**src/rtl/kgp_mc_sequencer.sv**
```systemverilog
// Multi-cycle control sequencer: fetch/decode/exec/mem/wb FSM with debug hold and halt.
// Optional saturating performance counters are built only when PERF_CNT_EN is defined.
module kgp_mc_sequencer #(
  parameter int unsigned ADDR_W  = 11,
  parameter int unsigned MEM_LAT = 1,
  parameter int unsigned CNT_W   = 32
) (
  input  logic              clk,
  input  logic              rst,
  input  logic              hld,
  input  logic [ADDR_W-1:0] addr_fpga,
  input  logic [ADDR_W-1:0] alu_addr,
  input  logic              mem_read,
  input  logic              mem_write,
  input  logic              reg_write,
  input  logic              halt,
  output logic              pc_en,
  output logic              ir_en,
  output logic              regwrite_en,
  output logic              mem_en,
  output logic              mem_we,
  output logic [ADDR_W-1:0] bram_addr,
  output logic              hold_ack,
  output logic              halted,
  output logic [CNT_W-1:0]  cycle_cnt,
  output logic [CNT_W-1:0]  instr_cnt
);

  typedef enum logic [2:0] {
    StFetch, StDecode, StExec, StMem, StWb, StHold, StHalt
  } state_e;

  localparam logic [2:0] LatLast    = 3'(MEM_LAT);
  localparam logic [2:0] LatMemLast = 3'(MEM_LAT - 1);

  state_e     state_q, state_d;
  logic [2:0] lat_q, lat_d;
  logic       store_q, store_d;
  logic       pc_en_q, pc_en_d;
  logic       ir_en_q, ir_en_d;
  logic       regwrite_en_q, regwrite_en_d;
  logic       mem_en_q, mem_en_d;
  logic       mem_we_q, mem_we_d;
  logic       hold_ack_q, hold_ack_d;
  logic       halted_q, halted_d;

  always_comb begin
    state_d = state_q;
    lat_d   = lat_q;
    store_d = store_q;
    unique case (state_q)
      StFetch: begin
        // Hold is only honoured at fetch entry so an instruction never splits.
        if (lat_q == 3'd0 && hld) begin
          state_d = StHold;
        end else if (lat_q == LatLast) begin
          state_d = StDecode;
          lat_d   = 3'd0;
        end else begin
          lat_d = lat_q + 3'd1;
        end
      end
      StDecode: state_d = StExec;
      StExec: begin
        if (halt) begin
          state_d = StHalt;
        end else if (mem_read || mem_write) begin
          state_d = StMem;
          store_d = mem_write;
          lat_d   = 3'd0;
        end else if (reg_write) begin
          state_d = StWb;
        end else begin
          state_d = StFetch;
        end
      end
      StMem: begin
        if (lat_q == LatMemLast) begin
          lat_d   = 3'd0;
          state_d = store_q ? StFetch : StWb;
        end else begin
          lat_d = lat_q + 3'd1;
        end
      end
      StWb:    state_d = StFetch;
      StHold:  if (!hld) state_d = StFetch;
      StHalt:  state_d = StHalt;
      default: state_d = StFetch;
    endcase
  end

  // Outputs are decoded from the next state so the registered strobes line up with it.
  always_comb begin
    ir_en_d       = (state_d == StFetch) && (lat_d == LatLast);
    pc_en_d       = (state_d == StExec);
    regwrite_en_d = (state_d == StWb);
    mem_we_d      = (state_d == StMem) && (lat_d == 3'd0) && store_d;
    hold_ack_d    = (state_d == StHold) || ((state_d == StHalt) && hld);
    mem_en_d      = (state_d == StMem) || hold_ack_d;
    halted_d      = (state_d == StHalt);
  end

  always_ff @(posedge clk or negedge rst) begin
    if (!rst) begin
      state_q       <= StFetch;
      lat_q         <= 3'd0;
      store_q       <= 1'b0;
      pc_en_q       <= 1'b0;
      ir_en_q       <= 1'b0;
      regwrite_en_q <= 1'b0;
      mem_en_q      <= 1'b0;
      mem_we_q      <= 1'b0;
      hold_ack_q    <= 1'b0;
      halted_q      <= 1'b0;
    end else begin
      state_q       <= state_d;
      lat_q         <= lat_d;
      store_q       <= store_d;
      pc_en_q       <= pc_en_d;
      ir_en_q       <= ir_en_d;
      regwrite_en_q <= regwrite_en_d;
      mem_en_q      <= mem_en_d;
      mem_we_q      <= mem_we_d;
      hold_ack_q    <= hold_ack_d;
      halted_q      <= halted_d;
    end
  end

  assign pc_en       = pc_en_q;
  assign ir_en       = ir_en_q;
  assign regwrite_en = regwrite_en_q;
  assign mem_en      = mem_en_q;
  assign mem_we      = mem_we_q;
  assign hold_ack    = hold_ack_q;
  assign halted      = halted_q;
  assign bram_addr   = hold_ack_q ? addr_fpga : alu_addr;

`ifdef PERF_CNT_EN
  logic [CNT_W-1:0] cycle_cnt_q, cycle_cnt_d;
  logic [CNT_W-1:0] instr_cnt_q, instr_cnt_d;

  always_comb begin
    cycle_cnt_d = cycle_cnt_q;
    instr_cnt_d = instr_cnt_q;
    if (state_q != StHold && cycle_cnt_q != '1) cycle_cnt_d = cycle_cnt_q + CNT_W'(1);
    if (pc_en_q && instr_cnt_q != '1) instr_cnt_d = instr_cnt_q + CNT_W'(1);
  end

  always_ff @(posedge clk or negedge rst) begin
    if (!rst) begin
      cycle_cnt_q <= '0;
      instr_cnt_q <= '0;
    end else begin
      cycle_cnt_q <= cycle_cnt_d;
      instr_cnt_q <= instr_cnt_d;
    end
  end

  assign cycle_cnt = cycle_cnt_q;
  assign instr_cnt = instr_cnt_q;
`else
  assign cycle_cnt = '0;
  assign instr_cnt = '0;
`endif

endmodule
```
**config.mk**
```make
export PLATFORM = sky130hd
export DESIGN_NAME = kgp_mc_sequencer
export DESIGN_NICKNAME = d
export VERILOG_FILES = /design/src/rtl/kgp_mc_sequencer.sv
export SDC_FILE = /design/constraint.sdc
export NUM_CORES = 1
export LEC_CHECK = 0
export BUFFER_PORTS_ARGS = -buffer_cell sky130_fd_sc_hd__buf_2
export CORE_MARGIN = 4
export CORE_UTILIZATION = 35
export DETAILED_ROUTE_END_ITERATION = 10
export PLACE_DENSITY = 0.77
export SYNTH_ARGS = -nofsm -noshare
export SYNTH_HDL_FRONTEND = slang
export SYNTH_SLANG_ARGS = --single-unit
```
**constraint.sdc**
```tcl
create_clock -name clk -period 4.6 [get_ports clk]
set_input_delay 0.69 -clock clk [delete_from_list [all_inputs] [get_ports clk]]
set_output_delay 0.69 -clock clk [all_outputs]
set_load 0.005 [all_outputs]
```
-- Word-level counts from Yosys, hierarchy flattened
Cells that the tools add are included.
- input bits: 29
- bits in registers: 14
- reduce and logical (&&, ||, !) cells: 12
- eq/ne operators: 12
- add/subtract/negate cells: 1
- multiplexer cells: 19
- operators with widths (kind ; number):
    $mux 3 ; 13
    $pmux 3 s6 ; 1
    $eq 3x3->1 const B ; 5
    $eq 3x2->1 const B ; 4
    $logic_not 3->1 ; 4
    $mux 11 ; 1
    $eq 3x1->1 const B ; 3
    $pmux 3 s3 ; 1
    $logic_and 1x1->1 ; 5
    $add 3x1->3 const B ; 1
    $logic_or 1x1->1 ; 3
    $mux 1 ; 3

-- Longest topological paths before layout
- depth after elaboration: 8
- depth in mapped cells: 8

-- Worst setup path before layout
No wires, ideal clock.
- path type: input -> register
- from: in halt
- to: reg mem_we_q, in the netlist mem_we
- data required time: 4489 ps
- setup time: 111 ps
- path buffers: 0
- arrival: 1772 ps
- path slack: 2717 ps
- stages: 5
- cells stage by stage: o21bai_1 > a211o_1 > nand2b_1 > a22o_1 > a2111oi_2
- cells in the longest elaborated chain, start to end: 5
- ends and longest elaborated chain (element ; RTL line ; RTL):
    start, declared ; 16 ; input logic halt,
    $mux 3 ; 65 ; if (halt) begin
    $pmux 3 s3 ; 51 ; unique case (state_q)
    via lat_d[1] ; 37 ; logic [2:0] lat_q, lat_d;
    $logic_not 3->1 ; 97 ; mem_we_d = (state_d == StMem) && (lat_d == 3'd0) && store_d;
    $logic_and 1x1->1 (2 in series) ; 97 ;
    via mem_we_d ; 43 ; logic mem_we_q, mem_we_d;
    end signal, assigned ; 123 ; mem_we_q <= mem_we_d;
    end, declared ; 43 ;
The timed path passes the listed nets, and every way through them passes these cells.

-- Final worst setup path
- from: reg hold_ack_q, in the netlist hold_ack
- to: out bram_addr[8]
- cells in the longest elaborated chain, start to end: 1
- ends and longest elaborated chain (element ; RTL line ; RTL):
    start, declared ; 44 ; logic hold_ack_q, hold_ack_d;
    start signal, assigned ; 124 ; hold_ack_q <= hold_ack_d;
    $mux 11 ; 136 ; assign bram_addr = hold_ack_q ? addr_fpga : alu_addr;
    end, declared ; 22 ; output logic [ADDR_W-1:0] bram_addr,
Every way passes these cells.

==> out/results.tsv <==
stage	metric	value	unit
status	status	finished, final reports clean	
power_and_ir_drop	maximum VDD drop	0.215	mV
critical_path	crit end category	primary output	
place	Port Buffers	46	
critical_path	maximum fanout along the worst path	12	
sta	# setup viols final	0	
finish	fin area	1460	um2
drt	Vias per Instance	3.97	
synth	Post-synth top flop	dfrtp_1	
synth	Post-Syn Instances	149	
sta	endpoints failing hold	0	
clocking	Hold Buf Count CTS	0	
place	RePlAce Congestion	0.875	
finish	ant diodes	0	
synth	Mapped Area	1380	um2
finish	P&R area growth vs syn	6.28	%
sta	RSZ-0062 raised after global routing	false	
flow_run	Max-cap violations	0	
finish	post-layout util	0.393	
clocking	cts bufs inserted	3	
clocking	clk sinks	14	
clocking	Root Driver	clkbuf_8	
power_and_ir_drop	switching part of the total	0.393	
drt	DR vias	968	
clocking	Clock Pin Slew Worst Setup and Hold Paths	0.06	ns
sta	Worst-Margin Slew	0.494	ns
sta	Final Max Slew Viols	0	
power_and_ir_drop	sequential share of power	0.325	
drt	DR DRC count	0	
grt	initial antenna violation count	0	
finish	commonest non-fill, non-tap cell in the layout	conb_1	
grt	grt ovf	0	
grt	largest net degree at the start of global routing	15	
drt	DRT iter0 DRCs	4	
clocking	post-CTS setup buffer count	0	
critical_path	worst reg2reg path depth	7	
synth	Synth cell types	39	
finish	most frequent cells in the layout	64 x conb_1, 46 x buf_2, 14 x dfrtp_1, 11 x mux2_2, 6 x inv_1	
sta	crit path time final	2.08	ns
finish	Final nets	229	
critical_path	worst setup path category	flip-flop to primary output	
critical_path	Worst Setup SP	hold_ack$_DFF_PN0_	
floorplanning	I/O pins	111	
finish	# fillers	397	
critical_path	startpoint types	flip-flop	
power_and_ir_drop	leakage power	0.832	nW
finish	sequential cell area	350	um2
finish	share of cells above drive strength 1	0.347	
grt	first-pass GRT wire length	3.72	mm
drt	Final ANT Viol Nets	0	
power_and_ir_drop	Power, Total	0.689	mW
sta	total negative setup slack	0	ns
clocking	Worst-Skew Late Latency	0.24	ns
synth	syn_area_per_cell	9.23	um2
critical_path	CP arrival	1.39	ns
synth	Post-synth EDFFs	0	
floorplanning	die height	70.7	um
sta	clock skew	0.00175	ns
grt	GRT Total Usage	0.0899	
sta	Final Worst Setup Slack	2.52	ns
floorplanning	core area	3720	um2
clocking	CTS tree	done	
worst_hold_path	HP Class	primary input to asynchronous set/reset pin	
power_and_ir_drop	Clock Power Share	0.169	
synth	number of synthesis warnings	0	
sta	period utilization	0.452	
synth	Yosys reg bits	14	
synth	asr flop ratio synth	1.00	
critical_path	r2r startpoint	lat_q[0]$_DFF_PN0_	
sta	Max Freq	481	MHz
floorplanning	effective utilization at floorplan	0.370	
synth	sequential fraction of the synthesis area	0.255	
place	area of placed instances	1410	um2
clocking	H-tree depth	1	
drt	DRT Pass-1 Iters	4	
power_and_ir_drop	Switch Pwr	0.271	mW
power_and_ir_drop	Comb pwr share	0.506	
place	DP Worst Slack	2.48	ns
place	Post-DP HPWL	2.26	mm
floorplanning	Rows	22	
critical_path	Crit path required time	3.91	ns
drt	drt wl/cell	10.6	um
floorplanning	Die W	70.7	um
finish	multi-input logic area	743	um2
drt	Routed WL	2.59	mm
clocking	Clock Tree Buf Depth	2	
clocking	post_cts resized	0	
sta	Slew headroom	0.666	
floorplanning	die area	5000	um2
power_and_ir_drop	PwrDens	471	nW/um2
grt	number of global-route vias before repair	854	
power_and_ir_drop	Int Pwr	0.418	mW
## synthesized netlist by cell type, drive strengths merged, types with 2 or more instances
master  number  area, um2
inv          6       22.5
mux2        11        124
nand3        2       10.0
a22o         2       17.5
buf         65        492
nor3b        3       22.5
dfrtp       14        350
nor2b        4       25.0
nand3b       2       15.0
o21ai        4       23.8
nand2        5       18.8
and3         2       12.5
a21o         3       22.5
a21oi        2       10.0
ha           3       37.5
or2          2       12.5
## critical path: stages (launching register included)
cell,delay (ns)
dfrtp_1,0.63
mux2_2,0.39
buf_2,0.13
## power by group through the flow
stage	combinational (mW)	sequential, mW	clock (mW)
floorplan	0.309	0.199	0
global placement	0.341	0.227	0
detailed placement	0.350	0.226	0
CTS	0.351	0.225	0.121
global route	0.392	0.233	0.130
finish	0.348	0.224	0.117
## worst paths after layout
| kind | to | slack, ns |
|---|---|---|
| setup / recovery | bram_addr[8] | 2.52 |
| max in group asynchronous | halted$_DFF_PN0_ | 4.03 |
| hold / removal | ir_en$_DFF_PN0_ | 0.33 |
| setup reg to reg | mem_we$_DFF_PN0_ | 2.59 |
| min in group clk | store_q$_DFF_PN0_ | 0.49 |
| hold reg to reg | store_q$_DFF_PN0_ | 0.49 |
## sequential cells by signal, indices dropped and copies added (netlist names)
| register | cells |
|---|---|
| state_q | 3 |
| mem_we | 1 |
| store_q | 1 |
| pc_en | 1 |
| mem_en | 1 |
| ir_en | 1 |
| halted | 1 |
| lat_q | 3 |
| hold_ack | 1 |
| regwrite_en | 1 |
## routing by layer
layer,global-route usage,share of wire,wire [um],up-vias
met1,0.0973,0.34,892,437
li1,-,-,-,470
met5,0,0,0,-
met3,0.0384,0.15,379,0
met2,0.166,0.51,1320,61
met4,0.0125,0,0,0
## logic make-up (layout without fill, tap and decap cells)
group | count (synthesis) | in the layout | synth area share
AO/OA/AOI/OAI | 18 | 18 | 0.108
other | 1 | 64 | 0.00273
adder cells (fa/ha/maj) | 3 | 3 | 0.0273
buffers and inverters | 72 | 56 | 0.377
AND/OR/NAND/NOR | 29 | 29 | 0.133
flip-flops | 14 | 14 | 0.255
multiplexers | 12 | 12 | 0.0974
## layout make-up
cell class | count | share of cell area
Inverter | 6 | 0.0154
Multi-Input combinational cell | 126 | 0.509
Timing Repair Buffer | 46 | 0.158
Sequential cell | 14 | 0.240
Tap cell | 48 | 0.0411
Clock buffer | 4 | 0.0377
## stage by stage
step                      instances  hold WS, ns
after floorplan                 212        0.394
after global placement          240        0.476
after detailed placement        240        0.484
after CTS                       244        0.334
after global routing            244        0.345
final                           244        0.332
No activity file was read; power rests on OpenSTA's default activity.
